--- config.mk ---
export PLATFORM = sky130hd
export DESIGN_NAME = uvme_obi_st_prot_chkr
export DESIGN_NICKNAME = d
export VERILOG_FILES = /design/src/rtl/uvme_obi_st_prot_chkr_pkg.sv /design/src/rtl/uvme_obi_st_prot_chkr_fifo.sv /design/src/rtl/uvme_obi_st_prot_chkr.sv
export SDC_FILE = /design/constraint.sdc
export NUM_CORES = 1
export LEC_CHECK = 0
export CAP_MARGIN = 25
export CORE_MARGIN = 2
export CORE_UTILIZATION = 25
export DETAILED_ROUTE_END_ITERATION = 8
export DONT_BUFFER_PORTS = 1
export GPL_TIMING_DRIVEN = 0
export HOLD_SLACK_MARGIN = 0.06
export SKIP_CTS_REPAIR_TIMING = 1
export SYNTH_ARGS = -nofsm -noshare
export SYNTH_HDL_FRONTEND = slang
export SYNTH_SLANG_ARGS = --single-unit
--- constraint.sdc ---
create_clock -name clk -period 3.1 [get_ports clk]
set_input_delay 0.31 -clock clk [delete_from_list [all_inputs] [get_ports clk]]
set_output_delay 0.31 -clock clk [all_outputs]
set_load 0.005 [all_outputs]
--- src/rtl/uvme_obi_st_prot_chkr_pkg.sv ---
// Shared error bit indices and width helper
// for the OBI protocol checker.
package uvme_obi_st_prot_chkr_pkg;

  localparam int ERR_REQ_UNSTABLE = 0;
  localparam int ERR_RSP_UNEXP    = 1;
  localparam int ERR_RID_MISMATCH = 2;
  localparam int ERR_OVERFLOW     = 3;
  localparam int ERR_RSP_UNSTABLE = 4;
  localparam int ERR_TIMEOUT      = 5;
  localparam int ERR_W            = 6;

  function automatic int cnt_w(input int n);
    return (n > 0) ? $clog2(n + 1) : 1;
  endfunction

endpackage

--- src/rtl/uvme_obi_st_prot_chkr_fifo.sv ---
// In-order FIFO of outstanding request IDs.
// Full push without pop and pop on empty are ignored.
module uvme_obi_st_prot_chkr_fifo
  import uvme_obi_st_prot_chkr_pkg::*;
#(
  parameter int ID_W  = 4,
  parameter int DEPTH = 4,
  parameter int CW    = cnt_w(DEPTH)
) (
  input  logic            clk,
  input  logic            reset_n,
  input  logic            push,
  input  logic            pop,
  input  logic [ID_W-1:0] din,
  output logic [ID_W-1:0] head,
  output logic [CW-1:0]   count,
  output logic            full,
  output logic            empty
);

  localparam int PW = (DEPTH > 1) ? $clog2(DEPTH) : 1;

  logic [ID_W-1:0] mem_q [DEPTH];
  logic [ID_W-1:0] mem_d [DEPTH];
  logic [PW-1:0]   wptr_q, wptr_d;
  logic [PW-1:0]   rptr_q, rptr_d;
  logic [CW-1:0]   cnt_q, cnt_d;
  logic            do_push, do_pop;

  assign full  = (cnt_q == CW'(DEPTH));
  assign empty = (cnt_q == '0);
  assign count = cnt_q;
  assign head  = mem_q[rptr_q];

  always_comb begin
    do_pop  = pop & ~empty;
    do_push = push & (~full | do_pop);
    mem_d   = mem_q;
    wptr_d  = wptr_q;
    rptr_d  = rptr_q;
    cnt_d   = cnt_q;
    if (do_push) begin
      mem_d[wptr_q] = din;
      wptr_d = (wptr_q == PW'(DEPTH - 1)) ? '0 : wptr_q + 1'b1;
    end
    if (do_pop)
      rptr_d = (rptr_q == PW'(DEPTH - 1)) ? '0 : rptr_q + 1'b1;
    case ({do_push, do_pop})
      2'b10:   cnt_d = cnt_q + 1'b1;
      2'b01:   cnt_d = cnt_q - 1'b1;
      default: cnt_d = cnt_q;
    endcase
  end

  always_ff @(posedge clk or negedge reset_n) begin
    if (!reset_n) begin
      for (int i = 0; i < DEPTH; i++) mem_q[i] <= '0;
      wptr_q <= '0;
      rptr_q <= '0;
      cnt_q  <= '0;
    end else begin
      mem_q  <= mem_d;
      wptr_q <= wptr_d;
      rptr_q <= rptr_d;
      cnt_q  <= cnt_d;
    end
  end

endmodule

--- src/rtl/uvme_obi_st_prot_chkr.sv ---
// Passive OBI link checker: request/response stability,
// ordering, overflow and timeout with sticky flags and stats.
module uvme_obi_st_prot_chkr
  import uvme_obi_st_prot_chkr_pkg::*;
#(
  parameter int ADDR_W          = 32,
  parameter int DATA_W          = 32,
  parameter int ID_W            = 4,
  parameter int MAX_OUTSTANDING = 4,
  parameter int RREADY_EN       = 0,
  parameter int TIMEOUT_CYCLES  = 256,
  localparam int OW = cnt_w(MAX_OUTSTANDING)
) (
  input  logic              clk,
  input  logic              reset_n,
  input  logic              req,
  input  logic              gnt,
  input  logic [ADDR_W-1:0] addr,
  input  logic              we,
  input  logic [DATA_W/8-1:0] be,
  input  logic [DATA_W-1:0] wdata,
  input  logic [ID_W-1:0]   aid,
  input  logic              rvalid,
  input  logic              rready,
  input  logic [DATA_W-1:0] rdata,
  input  logic [ID_W-1:0]   rid,
  output logic [ERR_W-1:0]  err_o,
  output logic              err_pulse_o,
  output logic [OW-1:0]     outstanding_o,
  output logic [31:0]       n_req_o,
  output logic [31:0]       n_rsp_o
);

  localparam int  TW    = cnt_w(TIMEOUT_CYCLES);
  localparam bit  RR_EN = (RREADY_EN != 0);
  localparam bit  TO_EN = (TIMEOUT_CYCLES != 0);

  logic acc_a, acc_r, push, full, empty;
  logic [ID_W-1:0] head;

  logic              pend_q, pend_d;
  logic [ADDR_W-1:0] sh_addr_q, sh_addr_d;
  logic              sh_we_q, sh_we_d;
  logic [DATA_W/8-1:0] sh_be_q, sh_be_d;
  logic [DATA_W-1:0] sh_wdata_q, sh_wdata_d;
  logic [ID_W-1:0]   sh_aid_q, sh_aid_d;
  logic              rpend_q, rpend_d;
  logic [ID_W-1:0]   sh_rid_q, sh_rid_d;
  logic [DATA_W-1:0] sh_rdata_q, sh_rdata_d;
  logic [TW-1:0]     tcnt_q, tcnt_d;
  logic [ERR_W-1:0]  err_q, err_d, new_err;
  logic              pulse_q, pulse_d;
  logic [31:0]       nreq_q, nreq_d, nrsp_q, nrsp_d;

  assign acc_a = req & gnt;
  assign acc_r = rvalid & (rready | ~RR_EN);
  // A full FIFO only takes a new ID when the head retires this cycle
  assign push  = acc_a & ~(full & ~acc_r);

  uvme_obi_st_prot_chkr_fifo #(
    .ID_W (ID_W),
    .DEPTH(MAX_OUTSTANDING),
    .CW   (OW)
  ) u_fifo (
    .clk    (clk),
    .reset_n(reset_n),
    .push   (push),
    .pop    (acc_r),
    .din    (aid),
    .head   (head),
    .count  (outstanding_o),
    .full   (full),
    .empty  (empty)
  );

  always_comb begin
    pend_d     = req & ~gnt;
    sh_addr_d  = sh_addr_q;
    sh_we_d    = sh_we_q;
    sh_be_d    = sh_be_q;
    sh_wdata_d = sh_wdata_q;
    sh_aid_d   = sh_aid_q;
    if (pend_d & ~pend_q) begin
      sh_addr_d  = addr;
      sh_we_d    = we;
      sh_be_d    = be;
      sh_wdata_d = wdata;
      sh_aid_d   = aid;
    end
    rpend_d    = RR_EN & rvalid & ~rready;
    sh_rid_d   = rpend_d ? rid : sh_rid_q;
    sh_rdata_d = rpend_d ? rdata : sh_rdata_q;

    if (acc_r | empty | ~TO_EN)
      tcnt_d = '0;
    else if (tcnt_q != TW'(TIMEOUT_CYCLES))
      tcnt_d = tcnt_q + 1'b1;
    else
      tcnt_d = tcnt_q;

    new_err = '0;
    new_err[ERR_REQ_UNSTABLE] = pend_q & (~req | (addr != sh_addr_q) |
      (we != sh_we_q) | (be != sh_be_q) | (wdata != sh_wdata_q) |
      (aid != sh_aid_q));
    new_err[ERR_RSP_UNEXP]    = acc_r & empty;
    new_err[ERR_RID_MISMATCH] = acc_r & ~empty & (rid != head);
    new_err[ERR_OVERFLOW]     = acc_a & full & ~acc_r;
    new_err[ERR_RSP_UNSTABLE] = rpend_q & (~rvalid | (rid != sh_rid_q) |
      (rdata != sh_rdata_q));
    new_err[ERR_TIMEOUT]      = TO_EN & (tcnt_d == TW'(TIMEOUT_CYCLES));

    err_d   = err_q | new_err;
    pulse_d = |(new_err & ~err_q);
    nreq_d  = (acc_a && nreq_q != '1) ? nreq_q + 1 : nreq_q;
    nrsp_d  = (acc_r && nrsp_q != '1) ? nrsp_q + 1 : nrsp_q;
  end

  always_ff @(posedge clk or negedge reset_n) begin
    if (!reset_n) begin
      pend_q     <= 1'b0;
      sh_addr_q  <= '0;
      sh_we_q    <= 1'b0;
      sh_be_q    <= '0;
      sh_wdata_q <= '0;
      sh_aid_q   <= '0;
      rpend_q    <= 1'b0;
      sh_rid_q   <= '0;
      sh_rdata_q <= '0;
      tcnt_q     <= '0;
      err_q      <= '0;
      pulse_q    <= 1'b0;
      nreq_q     <= '0;
      nrsp_q     <= '0;
    end else begin
      pend_q     <= pend_d;
      sh_addr_q  <= sh_addr_d;
      sh_we_q    <= sh_we_d;
      sh_be_q    <= sh_be_d;
      sh_wdata_q <= sh_wdata_d;
      sh_aid_q   <= sh_aid_d;
      rpend_q    <= rpend_d;
      sh_rid_q   <= sh_rid_d;
      sh_rdata_q <= sh_rdata_d;
      tcnt_q     <= tcnt_d;
      err_q      <= err_d;
      pulse_q    <= pulse_d;
      nreq_q     <= nreq_d;
      nrsp_q     <= nrsp_d;
    end
  end

  assign err_o       = err_q;
  assign err_pulse_o = pulse_q;
  assign n_req_o     = nreq_q;
  assign n_rsp_o     = nrsp_q;

endmodule

Word level (Yosys, flattened, before mapping)
Index checks and enable logic that the tools add are counted.
Widths: inputs -> output; s select.

operators by class
  magnitude comparators = 3
  mux-type cells = 11
  reduce and logical (&&, ||, !) cells = 6
  $add $sub $neg = 7
  equality and inequality tests = 15
  bitwise logic cells = 31

operator list
  kind                   count
  $add 32x1->32 const B  2
  $ne 32x32->1           2
  $ne 32x32->1 const B   2
  $mux 9                 2
  $bwmux 16              1
  $and 1x1->1            12
  $mux 4                 3
  $ne 4x4->1             3
  $add 9x1->9 const B    1
  $eq 9x9->1 const B     1
  $ne 9x9->1 const B     1
  $bmux 4 s2             1
  $demux 4 s2            1
  $not 1->1              7
  $or 1x1->1             7
  $and 6x6->6            1
  $eq 2x2->1 const B     3
  $ge 3x3->1 const B     2
  $not 2->3              2
  $not 6->6              1
  $or 6x6->6             1
  $pmux 3 s2             1
  $reduce_or 6->1        1
  $add 2x1->2 const B    2
  other kinds (10)       13

word-level totals
  output and inout bits = 74
  register bits = 177
  input port bits = 115

Logic depth before layout (Yosys ltp)
  word-level depth = 9
  gate-level depth with buffers = 10
  mapped depth without buffers = 10

Cells and area by module
From an unflattened synthesis, not the netlist that was laid out.

second synthesis, totals
  cells, all modules = 731
  area, all modules = 8557.0 µm²

modules (own cells, without submodules)
  module                      cells an instance  area an instance (µm²)  sequential area each (µm²)  instances
  uvme_obi_st_prot_chkr       650                7418.4                  3828.7                      1
  uvme_obi_st_prot_chkr_fifo  81                 1138.6                  575.6                       1

Worst setup path after synthesis
Ideal clock, no wire load.

  path type = register -> register
  start point = register u_fifo.cnt_q[2] (netlist: u_fifo.count[2])
  end point = register u_fifo.cnt_q[2] (netlist: u_fifo.count[2])
  arrival time = 1.839 ns
  period minus slack after synthesis = 1.918 ns
  setup time = 0.079 ns
  setup slack = 1.182 ns
  buffers on the path = 0
  stages on the path, launching flop included = 11
  cell sequence = dfrtp_1 > nand2b_1 > nor3_1 > nor2_1 > inv_1 > ha_1 > inv_1 > fa_1 > xor2_1 > nor2_1 > xor2_1

on the way
  longest elaborated chain between the ends = 7
  elaborated cells on any way between the ends = 16

ends and longest elaborated chain
  what                                             RTL line                                                            RTL
  start, declared                                  uvme_obi_st_prot_chkr_fifo.sv:27                                    logic [CW-1:0] cnt_q, cnt_d;
  start signal, assigned                           uvme_obi_st_prot_chkr_fifo.sv:65                                    cnt_q <= cnt_d;
  $eq 3x3->1 or $logic_not 3->1 (tied branches)    uvme_obi_st_prot_chkr_fifo.sv:30, uvme_obi_st_prot_chkr_fifo.sv:31
  $and 1x1->1 or $not 1->1 (tied branches)         uvme_obi_st_prot_chkr.sv:58, uvme_obi_st_prot_chkr_fifo.sv:36
  $not 1->1 or $and 1x1->1 (tied branches)         uvme_obi_st_prot_chkr.sv:58, uvme_obi_st_prot_chkr_fifo.sv:36
  $and 1x1->1 or $or 1x1->1 (tied branches)        uvme_obi_st_prot_chkr.sv:58, uvme_obi_st_prot_chkr_fifo.sv:37
  $and 1x1->1                                      uvme_obi_st_prot_chkr_fifo.sv:37                                    do_push = push & (~full | do_pop);
  $eq 2x1->1 or $eq 2x2->1 (tied branches)         uvme_obi_st_prot_chkr_fifo.sv:48                                    case ({do_push, do_pop})
  $pmux 3 s2 or $reduce_bool 2->1 (tied branches)  n/a

Parallel ways exist; a longest one is shown, timed or not.
A chain may end at the register's enable or synchronous reset.

Final worst setup path
  start point = register sh_addr_q[25]
  end point = register pulse_q (netlist: err_pulse_o)

on the way
  longest elaborated chain between the ends = 9

ends and longest elaborated chain
  what                      RTL line                      RTL
  start, declared           uvme_obi_st_prot_chkr.sv:42   logic [ADDR_W-1:0] sh_addr_q, sh_addr_d;
  start signal, assigned    uvme_obi_st_prot_chkr.sv:136  sh_addr_q <= sh_addr_d;
  $ne 32x32->1              uvme_obi_st_prot_chkr.sv:102  new_err[ERR_REQ_UNSTABLE] = pend_q & (~req | (addr != sh_addr_q) |
  $or 1x1->1 (2 in series)  uvme_obi_st_prot_chkr.sv:102
  $or 1x1->1 (3 in series)  uvme_obi_st_prot_chkr.sv:103  (we != sh_we_q) | (be != sh_be_q) | (wdata != sh_wdata_q) |
  $and 1x1->1               uvme_obi_st_prot_chkr.sv:102
  $and 6x6->6               uvme_obi_st_prot_chkr.sv:113  pulse_d = |(new_err & ~err_q);
  $reduce_or 6->1           uvme_obi_st_prot_chkr.sv:113
  via pulse_d               uvme_obi_st_prot_chkr.sv:52   logic pulse_q, pulse_d;
  end signal, assigned      uvme_obi_st_prot_chkr.sv:146  pulse_q <= pulse_d;
  end, declared             uvme_obi_st_prot_chkr.sv:52

The timed path passes the listed nets, and every way through them passes these cells.

==> results_dict.tcl <==
set metrics [dict create \
    status "finished with violations" \
    violations "hold timing" \
    diodes 0 \
    instances_no_fill 1285 \
    final_hold_viol_count 176 \
    ys_ff_latch 176 \
    ant_nets 0 \
    yosysWarnings 0 \
    clockBufferDepth 2 \
    min_period_ps 2478 \
    synth_edf_count 0 \
    post_drt_wl_per_cell_um 17.05 \
    leakagePower_nw 4.375 \
    worstMarginPinSlew_ps 877.5 \
    hp-class "in2async" \
    routed-wl-met2_mm 10.13 \
    portBuffers 0 \
    drv_slew 0 \
    clock-sinks 176 \
    finalCritPeriodShare_pct 79.95 \
    overflow 0 \
    synth_cell_types 56 \
    grt_max_degree 177 \
    core_um2 33360 \
    worstSetupEndpointType "register" \
    rows 67 \
    dp_hpwl_mm 14.57 \
    critical_path_class "reg2reg" \
    cp.arrival_ps 2760 \
    post_route_cells_drive_above_1_share_pct 15.77 \
    syn_area_per_cell_um2 11.56 \
    cp.required_ps 3380 \
    vias_per_cell 4.530 \
    cap_violations 0 \
    dieArea_um2 35270 \
    synth_area_um2 8447 \
    synth_nets 857 \
    clk-insertion-delay-late_ps 430 \
    grt_pass1_wl_mm 31.12 \
    worstPathMaxFanout 2 \
    final_cell_mix "176 x dfrtp_1, 81 x xnor2_1, 76 x mux2_2, 76 x dlygate4sd3_1, 51 x xor2_1" \
    cts-buffers-inserted 17 \
    cp-start-kind "register" \
    place_inst 1179 \
    clkTransAtPathRegs_ps 70 \
    die_h_um 187.8 \
    p_per_area_nw_per_um2 628.8 \
    start_util_pct 25.32 \
    ir_worst_vdd_uv 585.0 \
    drt-total-wl_mm 21.91 \
    first_pass_iters 5 \
    htreeDepth 4 \
    cts_tree "done" \
    syn_inst 731 \
    seq_area_frac_synth_pct 52.14 \
    final_nets 952 \
    fmax_mhz 403.5 \
    grt_usage_pct 11.45 \
    area_growth_syn_to_layout_pct 22.34 \
    wl_met3_mm 1.729 \
    routedLengthMet1_mm 9.738 \
    io_pins 189 \
    die_x_um 187.8 \
    worst-r2r-cell-count 6 \
    slew_headroom_pct 41.00 \
    maxUsedRoutingLayer "met4" \
    rsz0062_at_grt "no" \
    p_total_mw 6.497 \
    worst_slack_ps 621.5 \
    ys.flop_type "dfrtp_1" \
    grt_pass1_vias 5495 \
    drt-initial-drc-count 275 \
    drcViolationCount 0 \
    hold_ws_ps -434.3 \
    finalSetupViolCount 0 \
    final_common_cell "dfrtp_1" \
    gp_congestion 0.7644 \
    setup-tns-final_ps 0 \
    root_buffer "clkbuf_16" \
    via_count 5821 \
    async_flop_share_pct 100.0 \
    antenna_found_initial 0 \
    final.setup_skew_ps 9.567 \
    dp_slack_ps 632.7 \
]
==> final cells by class <==
cell class                 count  area, um2
timing repair buffer          76      760.7
multi-input combinational    505       3834
clock inverter                12      136.4
clock buffer                  18      429.2
buffer                        14      73.82
tap                          448      560.5
fill                        3440      23030
inverter                      36      135.1
sequential                   176       4404
==> registers in the layout (all words and copies together) (netlist names) <==
| signal | count |
|---|---|
| err_o | 5 |
| err_pulse_o | 1 |
| n_req_o | 32 |
| n_rsp_o | 32 |
| pend_q | 1 |
| sh_addr_q | 32 |
| sh_aid_q | 4 |
| sh_be_q | 4 |
| sh_wdata_q | 32 |
| sh_we_q | 1 |
| tcnt_q | 9 |
| u_fifo.count | 3 |
| u_fifo.mem_q | 16 |
| u_fifo.rptr_q | 2 |
| u_fifo.wptr_q | 2 |
==> path summary, 6_finish.rpt <==
path	to	startpoint	slack (ps)
hold reg to reg	u_fifo.mem_q[12]$_DFFE_PN0P_	u_fifo.mem_q[12]$_DFFE_PN0P_	490
hold / removal	sh_addr_q[19]$_DFFE_PN0P_	reset_n	-430
max in group asynchronous	n_req_o[21]$_DFFE_PN0P_	reset_n	3180
setup / recovery	err_pulse_o$_DFF_PN0_	sh_addr_q[25]$_DFFE_PN0P_	620
setup reg to reg	err_pulse_o$_DFF_PN0_	sh_addr_q[25]$_DFFE_PN0P_	620
min in group clk	u_fifo.mem_q[12]$_DFFE_PN0P_	aid[0]	140
==> cells in the mapped netlist, types with 3 or more instances <==
master	count	area, um2
a21oi_1	5	25.02
a22o_1	3	26.28
and2_1	3	18.77
and3_1	11	68.82
and4_1	9	78.83
buf_2	8	40.04
clkbuf_1	4	15.01
dfrtp_1	176	4404
ha_1	10	125.1
inv_1	36	135.1
mux2_2	76	855.8
nand2_1	50	187.7
nand2b_1	7	43.79
nand3_1	29	145.1
nand4_1	30	187.7
nor2_1	39	146.4
nor2b_1	6	37.54
nor3_1	18	90.09
nor4_1	8	50.05
o21ai_0	22	110.1
o22ai_1	6	37.54
or3_1	3	18.77
xnor2_1	81	709.4
xor2_1	51	446.7
==> kinds of logic after synthesis <==
kind of cell,synth area share [%]
and+or+nand+nor,14.55
DFF,52.14
xor gates and xnor gates,13.69
muxes,11.52
AOI/OAI and AO/OA,3.866
buffers and inverters,2.474
adders and majority gates,1.718
other,0.04440
==> metrics by stage <==
step / hold slack [ps] / utilization (%) / cell area (um2)
after global placement: 19.61 / 27.00 / 9007
after CTS: -463.8 / 28.69 / 9573
after floorplan: 14.41 / - / 8447
final: -434.3 / 30.97 / 10330
after detailed placement: 19.00 / 27.00 / 9007
after global routing: -463.9 / 30.97 / 10330
==> critical path: stages, from the launching register on <==
cell and delay, ps:
dfrtp_1 390, xnor2_1 170, nand4_1 140, nor4_1 540, nand4_1 150, o31ai_1 740
o221ai_1 190
==> routing by layer <==
metal / track usage (%) / vias to the layer above
met5: 0 / -
met4: 4.240 / 0
met3: 6.214 / 21
met2: 17.01 / 162
met1: 13.94 / 2918
li1: - / 2720
==> report_power, final <==
group	total, mW	switching, mW	internal, mW
logic	1.24	0.522	0.722
clock network	2.15	0.959	1.19
registers	3.11	0.386	2.72
total	6.50	1.87	4.63
Note: power is estimated with default switching activity, not from simulation.
